===== src/rtl/usbf_dma_arb_pkg.sv =====
// Shared definitions for the USB function DMA arbiter: FSM encodings and default burst length.
package usbf_dma_arb_pkg;

   typedef enum logic [1:0] {
      ST_IDLE    = 2'd0,
      ST_BUSY    = 2'd1,
      ST_RELEASE = 2'd2
   } dma_state_t;

   localparam int USBF_MAX_BURST = 8;

endpackage


===== src/rtl/usbf_rr_pick.sv =====
// Combinational round-robin picker: first set bit of eligible at or above ptr, wrapping modulo NEP.
module usbf_rr_pick #(
   parameter int NEP = 4
) (
   input  logic [NEP-1:0]         eligible,
   input  logic [$clog2(NEP)-1:0] ptr,
   output logic [$clog2(NEP)-1:0] index,
   output logic                   valid
);

   localparam int IW = $clog2(NEP);

   int pos;

   // Walk from the farthest offset down so the nearest eligible slot wins.
   always_comb begin
      index = '0;
      valid = |eligible;
      pos   = 0;
      for (int k = NEP - 1; k >= 0; k--) begin
         pos = (int'(ptr) + k) % NEP;
         if (eligible[pos[IW-1:0]]) index = pos[IW-1:0];
      end
   end

endmodule


===== src/rtl/usbf_dma_arb.sv =====
// Round-robin arbiter sharing one external DMA channel among NEP endpoint register files.
module usbf_dma_arb
   import usbf_dma_arb_pkg::*;
#(
   parameter int NEP       = 4,
   parameter int MAX_BURST = USBF_MAX_BURST
) (
   input  logic                   clk,
   input  logic                   rst,
   input  logic [NEP-1:0]         ep_en,
   input  logic [NEP-1:0]         ep_dma_req,
   output logic [NEP-1:0]         ep_dma_ack,
   output logic                   dma_req,
   input  logic                   dma_ack,
   output logic [$clog2(NEP)-1:0] dma_ep,
   output logic                   dma_busy,
   output logic                   ack_err
);

   localparam int IW = $clog2(NEP);

   dma_state_t     state;
   dma_state_t     state_nxt;
   logic [IW-1:0]  grant;
   logic [IW-1:0]  rr_ptr;
   logic [IW-1:0]  pick_idx;
   logic           pick_vld;
   logic [7:0]     burst_cnt;
   logic [NEP-1:0] eligible;
   logic           grant_live;
   logic           last_beat;

   assign eligible   = ep_dma_req & ep_en;
   assign grant_live = ep_dma_req[grant] & ep_en[grant];
   assign last_beat  = dma_ack & (burst_cnt == 8'(MAX_BURST - 1));

   usbf_rr_pick #(.NEP(NEP)) u_pick (
      .eligible (eligible),
      .ptr      (rr_ptr),
      .index    (pick_idx),
      .valid    (pick_vld)
   );

   always_ff @(posedge clk or negedge rst) begin
      if (!rst) state <= ST_IDLE;
      else      state <= state_nxt;
   end

   always_comb begin
      state_nxt = state;
      case (state)
         ST_IDLE:    if (pick_vld) state_nxt = ST_BUSY;
         ST_BUSY:    if (!grant_live || last_beat) state_nxt = ST_RELEASE;
         ST_RELEASE: state_nxt = ST_IDLE;
         default:    state_nxt = ST_IDLE;
      endcase
   end

   // Acks are forwarded only while a grant is held, even if the request drops that cycle.
   always_comb begin
      dma_busy   = (state == ST_BUSY);
      dma_req    = dma_busy & grant_live;
      dma_ep     = grant;
      ep_dma_ack = '0;
      if (dma_busy) ep_dma_ack[grant] = dma_ack;
   end

   always_ff @(posedge clk or negedge rst) begin
      if (!rst) begin
         grant     <= '0;
         rr_ptr    <= '0;
         burst_cnt <= '0;
         ack_err   <= 1'b0;
      end else begin
         ack_err <= dma_ack & (state != ST_BUSY);
         case (state)
            ST_IDLE: begin
               if (pick_vld) begin
                  grant     <= pick_idx;
                  burst_cnt <= '0;
               end
            end
            ST_BUSY: begin
               if (dma_ack) burst_cnt <= burst_cnt + 8'd1;
            end
            ST_RELEASE: begin
               rr_ptr <= (grant == IW'(NEP - 1)) ? '0 : grant + IW'(1);
            end
            default: ;
         endcase
      end
   end

endmodule


===== config.mk =====
export PLATFORM = sky130hd
export DESIGN_NAME = usbf_dma_arb
export DESIGN_NICKNAME = d
export VERILOG_FILES = /design/src/rtl/usbf_dma_arb_pkg.sv /design/src/rtl/usbf_rr_pick.sv /design/src/rtl/usbf_dma_arb.sv
export SDC_FILE = /design/constraint.sdc
export NUM_CORES = 1
export LEC_CHECK = 0
export CORE_MARGIN = 2
export CORE_UTILIZATION = 45
export CTS_CLUSTER_DIAMETER = 30
export DETAILED_ROUTE_END_ITERATION = 6
export DONT_BUFFER_PORTS = 1
export HOLD_SLACK_MARGIN = 0.05
export PLACE_DENSITY_LB_ADDON = 0.12
export SYNTH_ARGS = -nofsm -noshare
export SYNTH_HDL_FRONTEND = slang
export SYNTH_SLANG_ARGS = --single-unit

===== constraint.sdc =====
create_clock -name clk -period 1.9 [get_ports clk]
set_input_delay 0.57 -clock clk [delete_from_list [all_inputs] [get_ports clk]]
set_output_delay 0.57 -clock clk [all_outputs]
set_load 0.03 [all_outputs]

==> reports/summary.log <==
INFO  setup_path     critPathArrivalTime=1.51ns
INFO  clock_tree     numClockSinks=15
INFO  timing         finalHoldViolations=0
INFO  yosys          parity_gate_share_of_the_synthesized_area_counting_xor_and_xnor_cells=5.04%
INFO  yosys          synthSimpleGateAreaFrac=26.0%
INFO  timing         slew-limit-headroom=54.2%
INFO  yosys          synth_warnings=0
INFO  global_route   grt_antenna_before_repair=0
INFO  yosys          ys_dominant_reg_cell=sky130_fd_sc_hd__dfrtp_1
INFO  pwr            worst_ir_drop_vdd=0.000656V
INFO  setup_path     crit_path_max_incr_delay=0.54ns
INFO  setup_path     crit-reg2reg-launch=burst_cnt[4]
INFO  detailed_routing antenna_violating_nets_post_route=0
INFO  timing         rsz0062_at_grt=yes
INFO  yosys          synth.lib_cells_used.distinct=32
INFO  pwr            power.density_cell_area=1210nW/µm²
INFO  setup_path     setup.worst_path.end_class=primary output
INFO  setup_path     worstSetupStartpointType=register
INFO  setup_path     timing.reg2reg.worst_path_depth=4
INFO  min_path       whs_path_depth=1
INFO  clock_tree     ctsRootBufferMaster=sky130_fd_sc_hd__clkbuf_4
INFO  clock_tree     number_of_buffers_inserted_during_clock_tree_synthesis=3
INFO  global_route   grt_max_degree=16
INFO  final_layout   areaGrowthSynthToFinish=20.4%
INFO  yosys          synth.cell_area=870µm²
INFO  setup_path     timing.critical_path.slowest_stage_cell=sky130_fd_sc_hd__mux4_2
INFO  global_route   global_route.usage.total=19.4%
INFO  clock_tree     depth_of_the_cts_h_tree=1
INFO  detailed_routing avgRoutedWirePerCell=13.9µm
INFO  global_route   first_global_vias=689
INFO  setup_path     cp_cell_sequence=inv_2 > mux4_2 > nor2_4
INFO  detailed_routing detail_route.drc_violations=0
INFO  pwr            totalPowerFinal=1.27mW
INFO  timing         clock-skew-final=0.000766ns
INFO  clock_tree     cts.clk_slew.worst_paths=0.09ns
INFO  setup_path     top_cell_family_by_delay_on_the_critical_path=multiplexers
INFO  yosys          synth_sequential_area_ratio=43.2%
INFO  run_status     run_status=finished with violations
INFO  yosys          synth_mux_area_share=6.47%
INFO  yosys          syn-mean-instance-area=9.66µm²
INFO  clock_tree     clk-insertion-delay-late=0.27ns
INFO  timing         setup_failing_eps_final=1
INFO  global_route   global_route_wire_length_before_repair=2.98mm
INFO  run_status     violations=setup timing
INFO  timing         hold-worst-slack=0.419ns
INFO  timing         post-route-worst-setup-slack=-0.179ns
INFO  final_layout   antenna_cells=0
INFO  floorplan      die_height=48.0µm
INFO  pwr            p_leak=0.468nW
INFO  floorplan      num_io_pins=20
INFO  timing         final.min_clock_period=2.08ns
INFO  detailed_routing first_iter_violations=7
INFO  yosys          synth_top_family_by_area=simple AND/OR/NAND/NOR gates
INFO  detailed_routing detail_route.first_pass.iterations=4
INFO  clock_tree     clk_path_buf_depth=2
INFO  placement      hpwl=1.39mm
INFO  placement      worst_slack_placed=-0.0146ns
INFO  timing         timing.final.crit_share=109%
INFO  min_path       timing.hold.worst_endpoint=ack_err
INFO  final_layout   post_route_cells_drive_above_1_share=31.4%
INFO  min_path       worstHoldPathType=in2reg
INFO  placement      gp_routability_congestion=0.791
INFO  yosys          yosys.area_share.adder=7.19%
INFO  global_route   gr-total-overflow=0
INFO  yosys          synth-async-reset-ratio=100%
INFO  timing         setup-tns-final=-0.179ns
INFO  placement      place.port_buffers=0
INFO  detailed_routing drt-vias-per-instance=5.31
INFO  final_layout   finish.net_count=119
INFO  floorplan      num_rows=15
INFO  floorplan      fp.dieArea=2300µm²
INFO  yosys          synth_area_in_compound_gates=9.35%
INFO  yosys          ys_ff_latch=15
INFO  clock_tree     cts_tree=yes
INFO  floorplan      floorplan.die.width=48.0µm
INFO  yosys          synth_edf_count=0
INFO  timing         final_max_slew_viol_count=0
INFO  setup_path     regToRegSetupSlack=0.31ns
INFO  yosys          number_of_standard_cells_after_synthesis=90
INFO  setup_path     crit_type=reg2out
INFO  detailed_routing drt_wl_total=1.77mm
INFO  detailed_routing detailroute.via_count=674
INFO  timing         tightest_slew=0.685ns
INFO  job            drv.max_cap_violation_count=0
INFO  final_layout   finalCoreUtilization=59.4%
INFO  min_path       timing.hold.worst.start=dma_ack
INFO  floorplan      floorplan.core_area=1760µm²
INFO  setup_path     crit_path_max_fanout=2
INFO  setup_path     timing.critical_path.required=1.33ns
INFO  floorplan      initial_core_utilization=49.3%
INFO  yosys          mappedNetlistNets=106
INFO  timing         fmax=481MHz
INFO  setup_path     r2r-end=state[0]
INFO  setup_path     cp.buffers_inverters=1
==> cell type report <==
cell class / count / area, µm²
Fill cell: 190 / 717
Tap cell: 25 / 31.3
Clock buffer: 4 / 26.3
Multi-Input combinational cell: 69 / 520
Inverter: 4 / 15.0
Sequential cell: 15 / 377
Timing Repair Buffer: 10 / 77.6
==> state kept, by name, summed over array words and instances (netlist names) <==
signal,flops
ack_err,1
rr_ptr,2
state,2
burst_cnt,8
dma_ep,2
==> where the power goes <==
| group | switching (mW) | total (mW) | internal (mW) |
|---|---|---|---|
| Combinational | 0.346 | 0.591 | 0.245 |
| Sequential | 0.0957 | 0.501 | 0.406 |
| Clock | 0.0974 | 0.179 | 0.0813 |
| Total | 0.539 | 1.27 | 0.732 |
==> layout by cell type, fill, tap and decap left out, types with 2 or more instances in the layout <==
cell type / count
sky130_fd_sc_hd__o21ai_0: 4
sky130_fd_sc_hd__o22ai_1: 2
sky130_fd_sc_hd__nand2_2: 2
sky130_fd_sc_hd__inv_1: 3
sky130_fd_sc_hd__dfrtp_1: 14
sky130_fd_sc_hd__buf_4: 9
sky130_fd_sc_hd__and2_4: 3
sky130_fd_sc_hd__ha_1: 4
sky130_fd_sc_hd__mux2_2: 3
sky130_fd_sc_hd__xnor2_1: 2
sky130_fd_sc_hd__nand2b_1: 2
sky130_fd_sc_hd__a21oi_1: 2
sky130_fd_sc_hd__clkbuf_4: 3
sky130_fd_sc_hd__o31ai_1: 2
sky130_fd_sc_hd__nor2_1: 7
sky130_fd_sc_hd__xor2_1: 3
sky130_fd_sc_hd__nand2_4: 2
sky130_fd_sc_hd__nand4_1: 3
sky130_fd_sc_hd__nor3_1: 3
sky130_fd_sc_hd__nand2_1: 7
==> worst reg2reg max path: stages, from the launching register on <==
cell	delay (ns)
sky130_fd_sc_hd__dfrtp_1	0.42
sky130_fd_sc_hd__or4b_1	0.54
sky130_fd_sc_hd__nor4_2	0.21
sky130_fd_sc_hd__nor3_1	0.09
sky130_fd_sc_hd__or2_1	0.22
==> synth_stat cells, types with 2 or more instances <==
library cell                n  area (µm²)
sky130_fd_sc_hd__dfrtp_1   15         375
sky130_fd_sc_hd__nand2_1   11        41.3
sky130_fd_sc_hd__nor2_1     8        30.0
sky130_fd_sc_hd__and2_1     5        31.3
sky130_fd_sc_hd__ha_1       5        62.6
sky130_fd_sc_hd__inv_1      4        15.0
sky130_fd_sc_hd__o21ai_0    4        20.0
sky130_fd_sc_hd__mux2_2     3        33.8
sky130_fd_sc_hd__nand4_1    3        18.8
sky130_fd_sc_hd__nor3_1     3        15.0
sky130_fd_sc_hd__xor2_1     3        26.3
sky130_fd_sc_hd__a21oi_1    2        10.0
sky130_fd_sc_hd__nand2b_1   2        12.5
sky130_fd_sc_hd__o22ai_1    2        12.5
sky130_fd_sc_hd__o31ai_1    2        15.0
sky130_fd_sc_hd__xnor2_1    2        17.5
==> metal layers <==
metal	vias to the layer above	wire length, µm	GRT usage, %
met2	10	909	32.5
met3	2	51	4.53
li1	336	-	-
met5	-	0	0
met1	326	798	23.6
met4	0	12	8.11
==> worst max path at each step <==
stage | start | to | slack [ns] | cells after the start
after global placement | ep_en[0] | dma_req | -0.01 | 3
final | dma_ep[1] | dma_req | -0.18 | 3
after detailed placement | ep_en[0] | dma_req | -0.01 | 3
after global routing | dma_ep[1] | dma_req | -0.25 | 3
after CTS | dma_ep[1] | dma_req | -0.20 | 3
after floorplan | dma_ep[1] | dma_req | -0.009 | 3
==> metrics by stage <==
| step | cell area [µm²] | instances |
|---|---|---|
| 2_1_floorplan | 898 | 90 |
| 3_3_place_gp | 988 | 122 |
| 3_5_place_dp | 988 | 122 |
| 4_1_cts | 1040 | 128 |
| 5_1_grt | 1050 | 127 |
| 6_report | 1050 | 127 |
==> logic make-up (layout without fill, tap and decap cells) <==
group                      after synthesis  after routing
and+or+nand+nor                         42             42
DFF                                     15             15
AOI/OAI and AO/OA                       13             13
buffers and inverters                    6             18
adders and majority gates                5              5
xor gates and xnor gates                 5              5
muxes                                    4              4
==> repair_timing <==
item | CTS | global route
gates cloned | 0 | 0
setup endpoints to repair | 5 | 4
hold buffers | 1 | 0
setup buffers | 1 | 0
endpoints found under the hold margin | 15 | 0
pin swaps | 1 | 0
gates resized for setup | 7 | 3
Note: power is estimated with default switching activity, not from simulation.
